[src/rtl/video_timing_gen.sv]
// video_timing_gen: parametrised raster timing generator.
// Produces pixel/line counters, blanking, sync and line/frame strobes from a
// double-buffered timing bank (shadow written by cfg port, copied into the
// active bank on the frame wrap). Sync positions accept signed offsets that
// wrap modulo the raster size and are sampled once per frame.
// Optional feature macro: VT_IRQ_EN enables the level vblank interrupt.
module video_timing_gen #(
  parameter int HW         = 9,
  parameter int VW         = 9,
  parameter int H_TOTAL    = 383,
  parameter int H_BL_START = 256,
  parameter int H_BL_END   = 0,
  parameter int H_S_START  = 264,
  parameter int H_S_END    = 296,
  parameter int V_TOTAL    = 261,
  parameter int V_BL_START = 240,
  parameter int V_BL_END   = 16,
  parameter int V_S_START  = 244,
  parameter int V_S_END    = 248
) (
  input  logic                 clk,
  input  logic                 reset,
  input  logic                 ce,
  input  logic                 cfg_we,
  input  logic [3:0]           cfg_addr,
  input  logic [15:0]          cfg_wdata,
  input  logic                 cfg_commit,
  output logic                 cfg_pending,
  input  logic signed [HW-1:0] hs_offset,
  input  logic signed [VW-1:0] vs_offset,
  output logic [HW-1:0]        hc,
  output logic [VW-1:0]        vc,
  output logic                 hbl,
  output logic                 vbl,
  output logic                 hsync,
  output logic                 vsync,
  output logic                 line_start,
  output logic                 frame_start,
  output logic                 irq,
  input  logic                 irq_ack
);

  typedef struct packed {
    logic [HW-1:0] htot;
    logic [HW-1:0] hbls;
    logic [HW-1:0] hble;
    logic [HW-1:0] hss;
    logic [HW-1:0] hse;
    logic [VW-1:0] vtot;
    logic [VW-1:0] vbls;
    logic [VW-1:0] vble;
    logic [VW-1:0] vss;
    logic [VW-1:0] vse;
  } timing_t;

  localparam timing_t TIMING_DEF = '{
    htot: HW'(H_TOTAL),   hbls: HW'(H_BL_START), hble: HW'(H_BL_END),
    hss:  HW'(H_S_START), hse:  HW'(H_S_END),
    vtot: VW'(V_TOTAL),   vbls: VW'(V_BL_START), vble: VW'(V_BL_END),
    vss:  VW'(V_S_START), vse:  VW'(V_S_END)
  };

  localparam logic [HW-1:0] H_ONE = {{(HW-1){1'b0}}, 1'b1};
  localparam logic [VW-1:0] V_ONE = {{(VW-1){1'b0}}, 1'b1};

  // Effective horizontal position: start + offset, folded back into 0..total.
  function automatic logic [HW-1:0] eff_h(input logic [HW-1:0] start,
                                          input logic signed [HW-1:0] off,
                                          input logic [HW-1:0] total);
    logic signed [HW:0] e;
    logic signed [HW:0] span;
    e    = $signed({1'b0, start}) + $signed({off[HW-1], off});
    span = $signed({1'b0, total}) + $signed({{HW{1'b0}}, 1'b1});
    if (e[HW]) begin
      e = e + span;
    end else if (e > $signed({1'b0, total})) begin
      e = e - span;
    end else begin
      e = e;
    end
    return e[HW-1:0];
  endfunction

  // Effective vertical position: start + offset, folded back into 0..total.
  function automatic logic [VW-1:0] eff_v(input logic [VW-1:0] start,
                                          input logic signed [VW-1:0] off,
                                          input logic [VW-1:0] total);
    logic signed [VW:0] e;
    logic signed [VW:0] span;
    e    = $signed({1'b0, start}) + $signed({off[VW-1], off});
    span = $signed({1'b0, total}) + $signed({{VW{1'b0}}, 1'b1});
    if (e[VW]) begin
      e = e + span;
    end else if (e > $signed({1'b0, total})) begin
      e = e - span;
    end else begin
      e = e;
    end
    return e[VW-1:0];
  endfunction

  logic [HW-1:0]        h_q, h_d;
  logic [VW-1:0]        v_q, v_d;
  logic                 hbl_q, hbl_d, vbl_q, vbl_d;
  logic                 hs_q, hs_d, vs_q, vs_d;
  logic                 ls_q, ls_d, fs_q, fs_d;
  logic                 pend_q, pend_d;
  timing_t              act_q, act_d, sh_q, sh_d;
  logic signed [HW-1:0] hoff_q, hoff_d;
  logic signed [VW-1:0] voff_q, voff_d;

  logic                 wrap_h_s, wrap_f_s;
  logic [HW-1:0]        hs_set_s, hs_clr_s;
  logic [VW-1:0]        vs_set_s, vs_clr_s;

  assign wrap_h_s = ce && (h_q == act_q.htot);
  assign wrap_f_s = wrap_h_s && (v_q == act_q.vtot);
  assign hs_set_s = eff_h(act_q.hss, hoff_q, act_q.htot);
  assign hs_clr_s = eff_h(act_q.hse, hoff_q, act_q.htot);
  assign vs_set_s = eff_v(act_q.vss, voff_q, act_q.vtot);
  assign vs_clr_s = eff_v(act_q.vse, voff_q, act_q.vtot);

  // Counter and flag next-state: everything holds unless ce is high.
  always_comb begin
    h_d    = h_q;
    v_d    = v_q;
    hbl_d  = hbl_q;
    vbl_d  = vbl_q;
    hs_d   = hs_q;
    vs_d   = vs_q;
    if (ce) begin
      if (h_q == act_q.htot) begin
        h_d = {HW{1'b0}};
        if (v_q == act_q.vtot) begin
          v_d = {VW{1'b0}};
        end else begin
          v_d = v_q + V_ONE;
        end
      end else begin
        h_d = h_q + H_ONE;
        v_d = v_q;
      end
      // Set takes precedence so start==end leaves the flag high.
      if (h_q == act_q.hbls) begin
        hbl_d = 1'b1;
      end else if (h_q == act_q.hble) begin
        hbl_d = 1'b0;
      end else begin
        hbl_d = hbl_q;
      end
      if (h_q == hs_set_s) begin
        hs_d = 1'b1;
      end else if (h_q == hs_clr_s) begin
        hs_d = 1'b0;
      end else begin
        hs_d = hs_q;
      end
      // Vertical flags look at the line about to start.
      if (h_q == act_q.htot) begin
        if (v_d == act_q.vbls) begin
          vbl_d = 1'b1;
        end else if (v_d == act_q.vble) begin
          vbl_d = 1'b0;
        end else begin
          vbl_d = vbl_q;
        end
        if (v_d == vs_set_s) begin
          vs_d = 1'b1;
        end else if (v_d == vs_clr_s) begin
          vs_d = 1'b0;
        end else begin
          vs_d = vs_q;
        end
      end else begin
        vbl_d = vbl_q;
        vs_d  = vs_q;
      end
    end else begin
      h_d = h_q;
    end
  end

  // Strobes, config banks, commit handshake and per-frame offset sampling.
  always_comb begin
    ls_d   = wrap_h_s;
    fs_d   = wrap_f_s;
    sh_d   = sh_q;
    act_d  = act_q;
    hoff_d = hoff_q;
    voff_d = voff_q;
    // A new request on the commit edge stays pending for the next frame.
    if (cfg_commit) begin
      pend_d = 1'b1;
    end else if (wrap_f_s) begin
      pend_d = 1'b0;
    end else begin
      pend_d = pend_q;
    end
    // Copy uses the registered shadow, so a same-edge write misses this commit.
    if (wrap_f_s && pend_q) begin
      act_d = sh_q;
    end else begin
      act_d = act_q;
    end
    if (wrap_f_s) begin
      hoff_d = hs_offset;
      voff_d = vs_offset;
    end else begin
      hoff_d = hoff_q;
      voff_d = voff_q;
    end
    if (cfg_we) begin
      case (cfg_addr)
        4'd0:    sh_d.htot = cfg_wdata[HW-1:0];
        4'd1:    sh_d.hbls = cfg_wdata[HW-1:0];
        4'd2:    sh_d.hble = cfg_wdata[HW-1:0];
        4'd3:    sh_d.hss  = cfg_wdata[HW-1:0];
        4'd4:    sh_d.hse  = cfg_wdata[HW-1:0];
        4'd5:    sh_d.vtot = cfg_wdata[VW-1:0];
        4'd6:    sh_d.vbls = cfg_wdata[VW-1:0];
        4'd7:    sh_d.vble = cfg_wdata[VW-1:0];
        4'd8:    sh_d.vss  = cfg_wdata[VW-1:0];
        4'd9:    sh_d.vse  = cfg_wdata[VW-1:0];
        default: sh_d      = sh_q;
      endcase
    end else begin
      sh_d = sh_q;
    end
  end

  // State registers; reset restores default timing and drops pending commits.
  always_ff @(posedge clk) begin
    if (reset) begin
      h_q    <= {HW{1'b0}};
      v_q    <= {VW{1'b0}};
      hbl_q  <= 1'b0;
      vbl_q  <= 1'b0;
      hs_q   <= 1'b0;
      vs_q   <= 1'b0;
      ls_q   <= 1'b0;
      fs_q   <= 1'b0;
      pend_q <= 1'b0;
      act_q  <= TIMING_DEF;
      sh_q   <= TIMING_DEF;
      hoff_q <= {HW{1'b0}};
      voff_q <= {VW{1'b0}};
    end else begin
      h_q    <= h_d;
      v_q    <= v_d;
      hbl_q  <= hbl_d;
      vbl_q  <= vbl_d;
      hs_q   <= hs_d;
      vs_q   <= vs_d;
      ls_q   <= ls_d;
      fs_q   <= fs_d;
      pend_q <= pend_d;
      act_q  <= act_d;
      sh_q   <= sh_d;
      hoff_q <= hoff_d;
      voff_q <= voff_d;
    end
  end

`ifdef VT_IRQ_EN
  logic irq_q, irq_d;
  logic unused_s;
  assign unused_s = ^cfg_wdata;

  // Interrupt level: set on the vbl rising ce, set beats a same-cycle ack.
  always_comb begin
    if (ce && vbl_d && !vbl_q) begin
      irq_d = 1'b1;
    end else if (irq_ack) begin
      irq_d = 1'b0;
    end else begin
      irq_d = irq_q;
    end
  end

  // Interrupt register.
  always_ff @(posedge clk) begin
    if (reset) begin
      irq_q <= 1'b0;
    end else begin
      irq_q <= irq_d;
    end
  end

  assign irq = irq_q;
`else
  logic unused_s;
  assign unused_s = ^{cfg_wdata, irq_ack};
  assign irq      = 1'b0;
`endif

  assign hc          = h_q;
  assign vc          = v_q;
  assign hbl         = hbl_q;
  assign vbl         = vbl_q;
  assign hsync       = hs_q;
  assign vsync       = vs_q;
  assign line_start  = ls_q;
  assign frame_start = fs_q;
  assign cfg_pending = pend_q;

endmodule

[config.mk]
export PLATFORM = sky130hd
export DESIGN_NAME = video_timing_gen
export DESIGN_NICKNAME = d
export VERILOG_FILES = /design/src/rtl/video_timing_gen.sv
export SDC_FILE = /design/constraint.sdc
export NUM_CORES = 1
export LEC_CHECK = 0
export CAP_MARGIN = 10
export CORE_UTILIZATION = 53
export DETAILED_ROUTE_END_ITERATION = 8
export PLACE_DENSITY = 0.74
export SETUP_SLACK_MARGIN = 0.5
export SLEW_MARGIN = 20
export SYNTH_ARGS = -nofsm -noshare
export SYNTH_HDL_FRONTEND = slang
export SYNTH_SLANG_ARGS = --single-unit
export TNS_END_PERCENT = 100
[constraint.sdc]
create_clock -name clk -period 4.1 [get_ports clk]
set_clock_uncertainty 0.1 [all_clocks]
set_input_delay 0.82 -clock clk [delete_from_list [all_inputs] [get_ports clk]]
set_output_delay 0.82 -clock clk [all_outputs]
set_load 0.05 [all_outputs]
; ---- Word-level counts from Yosys, hierarchy flattened
; Index checks and enable logic that the tools add are counted.
[totals]
register_bits = 223
in_bits = 44
output_inout_bits = 26
wordCells = 115
[op_classes]
n_addsub = 16
magnitude_cmp = 4
eq_ne = 19
n_mux = 22
n_reduce_logical = 23
[ops]
columns = operator, count
row1 = $mux W9, 12
row2 = $eq A9 B9 Y1, 10
row3 = $add A10 B9 Y10, 4
row4 = $gt A10 B10 Y1, 4
row5 = $add A9 B1 Y9 const B, 4
row6 = $add A9 B9 Y9, 4
row7 = $sub A9 B9 Y9, 4
row8 = $reduce_and A2 Y1, 12
row9 = $eq A4 B3 Y1 const B, 4
row10 = $mux W1, 10
row11 = $reduce_bool A2 Y1, 5
row12 = $eq A4 B2 Y1 const B, 2
row13 = $eq A4 B4 Y1 const B, 2
row14 = $reduce_and A3 Y1, 2
row15 = $eq A4 B1 Y1 const B, 1
row16 = $logic_not A4 Y1, 1
row17 = $logic_and A1 B1 Y1, 3

; ---- Depth between registers and ports, before layout
[logic_depth]
word_depth = 7
depth_mapped = 22
mapped_depth_nobuf = 21

; ---- Worst setup path after synthesis
; Ideal clock, no wire load.
[synth_timing]
kind = register to register
from = reg hoff_q[0]
to = reg hs_q (netlist: hsync)
setup_time_ns = 0.087
arrival_ns = 3.884
required_time_ns = 3.913
path_slack_ns = 0.029
stages_incl_launch_ff = 22
n_path_buf = 0
synth_period_minus_slack_ns = 4.071
path_cell_list = dfxtp_1 ha_1 inv_1 fa_1 nor2b_1 o21ai_1 a21boi_0 o21ai_1 nor2b_1 xnor2_1 ha_1 nand4_1 nor2_1 o21a_1 o31ai_1 nor3b_1 a21boi_1 o2bb2ai_1 xnor2_1 nor4_1 nand4_1 o31ai_1
[synth_via]
elab_chain_cells = 7
elab_cells_between_ends = 17
classes_between = add/sub (6) / order compare (2) / eq/ne (2) / mux (5) / reduce/logical (2)
[synth_rtl]
columns = element, line
row1 = from (decl), 109  ; logic signed [HW-1:0] hoff_q, hoff_d;
row2 = from (signal assigned), 245  ; hoff_q <= {HW{1'b0}};
row3 = from (signal assigned), 259  ; hoff_q <= hoff_d;
row4 = $add A10 B9 Y10, 72  ; e = $signed({1'b0, start}) + $signed({off[HW-1], off});
row5 = $sub A9 B9 Y9 or $gt A10 B10 Y1 (tied branches), "77, 76"
row6 = $mux W9, 76  ; end else if (e > $signed({1'b0, total})) begin
row7 = $mux W9, 74  ; if (e[HW]) begin
row8 = $eq A9 B9 Y1 (on tied branches), "151, 153"
row9 = $reduce_bool A2 Y1 (no line), --
row10 = $reduce_and A2 Y1 (no line), --
row11 = to (signal assigned), 252  ; hs_q <= hs_d;
row12 = to (decl), 105  ; logic hs_q, hs_d, vs_q, vs_d;
; Several ways; a longest one is shown, not always the timed one.
; A chain may end at the register's enable or synchronous reset.

; ---- Final worst setup path
; Same ends and word-level chain as after synthesis.

==> load_flow_metrics.sql <==
INSERT INTO impl_metrics (metric_group, metric, value, unit) VALUES
('timing', 'slew_viol_final', '0', ''),
('synth', 'main_combinational_cell_family_by_area_after_synthesis', 'simple AND/OR/NAND/NOR gates', ''),
('global_route', 'grt_pass1_wl', '66360', 'um'),
('cts', 'clock_tree.buffer_depth', '3', ''),
('placement', 'port_buffers', '60', ''),
('hold_path', 'min_delay_path_depth', '2', ''),
('synth', 'synth_top_flop_cell', 'sky130_fd_sc_hd__dfxtp_1', ''),
('power_and_ir_drop', 'p_total', '4.956', 'mW'),
('cts', 'clkSinkCount', '223', ''),
('synth', 'syn_avg_cell_area', '8.053', 'um^2'),
('timing', 'maxClockFrequency', '246.2', 'MHz'),
('timing', 'timing_worst_slew_pin_value', '897.0', 'ps'),
('run', 'max_cap_viol_count', '0', ''),
('placement', 'post-place-ws', '-218.4', 'ps'),
('synth', 'synth.cell_area', '15080', 'um^2'),
('synth', 'synth-edff-count', '0', ''),
('drt', 'drt-vias-per-instance', '5.757', ''),
('synth', 'yosysSeqAreaShare', '0.2961', ''),
('power_and_ir_drop', 'power_frac_comb', '0.057', ''),
('synth', 'synth.distinct_cells', '87', ''),
('synth', 'cell_with_the_most_instances_after_synthesis', 'sky130_fd_sc_hd__nand2_1', ''),
('synth', 'fraction_of_the_mapped_netlist_area_in_adder_cells', '0.1321', ''),
('setup_path', 'r2r_setup_slack', '40', 'ps'),
('global_route', 'use_met3', '0.03863', ''),
('global_route', 'gr-usage-met2', '0.4287', ''),
('drt', 'wl', '42030', 'um'),
('power_and_ir_drop', 'share_seq_of_total_power', '0.446', ''),
('synth', 'synth_top_cells_by_area', 'sky130_fd_sc_hd__dfxtp_1 (30%), sky130_fd_sc_hd__ha_1 (12%), sky130_fd_sc_hd__nand2_1 (8.3%)', ''),
('global_route', 'largest_net_degree_at_the_start_of_global_routing', '85', ''),
('setup_path', 'worst_setup_path_endpoint', 'hsync$_SDFFE_PP0P_', ''),
('power_and_ir_drop', 'power.leakage', '7.552', 'nW'),
('layout', 'fillers', '2326', ''),
('synth', 'synthesis.yosys.warnings', '0', ''),
('setup_path', 'cell_by_cell_trace_of_the_critical_path', 'ha_1, inv_1, fa_2, nor2b_1, o21ai_1, a21oi_2, o211ai_1, xnor2_2, ha_1, nand3_1, nor3_2, o21bai_2, buf_4, a21o_4, or3_1, o21ai_2, a21oi_2, xnor2_1, nand4_1, o41ai_2, o31ai_1', ''),
('power_and_ir_drop', 'irDropWorstVdd', '0.0002830', 'V'),
('die', 'design.die.area', '29120', 'um^2'),
('synth', 'async_reset_ff_frac', '0', ''),
('status', 'status', 'finished, final reports clean', ''),
('power_and_ir_drop', 'cell_internal_power_dissipation', '3.836', 'mW'),
('die', 'io_pins', '70', ''),
('cts', 'htree_num_levels', '1', ''),
('power_and_ir_drop', 'clock_power_frac', '0.497', ''),
('global_route', 'antenna_found_initial', '0', ''),
('setup_path', 'timing.reg2reg.worst_path_depth', '21', ''),
('layout', 'drive_gt1_frac', '0.1407', ''),
('power_and_ir_drop', 'power.density', '275.2', 'nW/um^2'),
('layout', 'signed_area_change_from_the_synthesized_netlist_to_the_final_layout', '19.44', '%'),
('global_route', 'grt_remaining_overflow', '0', ''),
('timing', 'timing.final.setup_violations', '0', ''),
('die', 'die_h', '170.7', 'um'),
('cts', 'clock_latency', '540', 'ps'),
('setup_path', 'r2r_start', 'hoff_q[0]$_SDFFE_PP0P_', ''),
('hold_path', 'hp-class', 'flop to flop', ''),
('setup_path', 'worst_path_required', '4390', 'ps'),
('cts', 'clock-root-buffer', 'sky130_fd_sc_hd__clkbuf_16', ''),
('synth', 'yosys-mux-area-fraction', '0.05005', ''),
('synth', 'synth-xor-area-share', '0.09138', ''),
('timing', 'period_minus_slack', '4061', 'ps'),
('power_and_ir_drop', 'switchingPower', '1.120', 'mW'),
('setup_path', 'endpoint_kind', 'flop', ''),
('drt', 'drt_pre_antenna_iters', '5', ''),
('setup_path', 'start_kind', 'flop', ''),
('die', 'rows', '61', ''),
('timing', 'rsz0062_at_grt', 'true', ''),
('timing', 'final-hold-violation-count', '0', ''),
('synth', 'synth-compound-area-share', '0.1699', ''),
('timing', 'maxSlewHeadroom', '0.4006', ''),
('synth', 'yosys_register_bits', '223', ''),
('drt', 'detail_route.wl_per_cell', '17.75', 'um'),
('die', 'die_w', '170.7', 'um'),
('cts', 'tritoncts', 'done', '');
-- cell type report --
class	count	area, um^2	share of cell area
inverter	77	289.0	0.01605
timing repair buffer	177	1515	0.08415
multi-input combinational	1471	10360	0.5754
clock buffer	30	674.4	0.03745
tap	378	473.0	0.02627
sequential	223	4473	0.2484
clock inverter	12	221.5	0.01230
-- what timing repair did --
action	in CTS	in global routing
setup endpoints to repair	2	2
hold buffers	0	0
setup buffers	11	6
pin swaps	37	31
gates cloned	1	0
hold endpoints to repair	0	0
gates resized for setup	48	46
-- cell usage in the layout (no fill, tap or decap), drive strengths merged, types with 12 or more instances in the layout --
cell type	instances
a21o	19
nand3	63
xor2	62
nor4	19
dfxtp	223
inv	78
nor3	30
nand2	333
or3	12
nand2b	16
clkdlybuf4s50	59
nand4	24
clkbuf	30
a211oi	18
buf	118
o21ai	58
nor2b	19
mux2i	75
o211ai	21
a21oi	165
xnor2	91
fa	12
o21bai	19
ha	140
nor2	143
-- kinds of logic after synthesis --
family,count (synthesis)
DFF,223
muxes,75
and+or+nand+nor,698
adders and majority gates,152
AOI/OAI and AO/OA,392
buffers and inverters,178
other,1
xor gates and xnor gates,153
-- layer usage --
layer	wire length, um	part of all wire
met1	19890	0.47
met5	0	0
met4	1029	0.024
met2	18070	0.43
met3	3034	0.072
-- metrics by stage --
| stage | util | cells | TNS [ps] | cell area, um^2 | hold WS (ps) |
|---|---|---|---|---|---|
| after floorplan | - | 1872 | 0 | 15160 | 324.0 |
| after global placement | 0.5933 | 2308 | -83.63 | 16530 | 335.7 |
| after detailed placement | 0.5933 | 2308 | -307.8 | 16530 | 343.8 |
| after CTS | 0.6369 | 2362 | -25.37 | 17740 | 345.1 |
| after global routing | 0.6464 | 2368 | -240.8 | 18010 | 365.2 |
| final | 0.6464 | 2368 | 0 | 18010 | 342.2 |
-- how the worst min path moves through the flow --
stage,end,slack (ps)
final,act_q[21]$_SDFFE_PP0P_,340
after global routing,act_q[30]$_SDFFE_PP0P_,370
after CTS,act_q[21]$_SDFFE_PP0P_,350
after detailed placement,act_q[21]$_SDFFE_PP0P_,340
after global placement,act_q[9]$_SDFFE_PP0P_,340
after floorplan,act_q[9]$_SDFFE_PP0P_,320
-- critical path: cells and delay by family (launching register included) --
family	cells	cell delay [ps]
buffers and inverters	2	210
XOR/XNOR	2	340
AND/OR/NAND/NOR	5	780
adder cells (fa/ha/maj)	3	810
flip-flops	1	340
AO/OA/AOI/OAI	9	1360
-- registers in the layout (all words and copies together), names as in the netlist --
signal       count
frame_start      1
sh_q            90
act_q           90
line_start       1
hbl              1
voff_q           9
hc               9
hsync            1
vbl              1
hoff_q           9
vc               9
cfg_pending      1
vsync            1
-- power groups by stage --
stage / Clock (mW) / Sequential [mW] / Combinational, mW
final: 2.46 / 2.21 / 0.285
after global routing: 2.58 / 2.21 / 0.303
after CTS: 2.48 / 2.21 / 0.281
after detailed placement: 0 / 2.26 / 0.279
after global placement: 0 / 2.26 / 0.275
after floorplan: 0 / 2.28 / 0.156
Note: power is estimated with default switching activity, not from simulation.
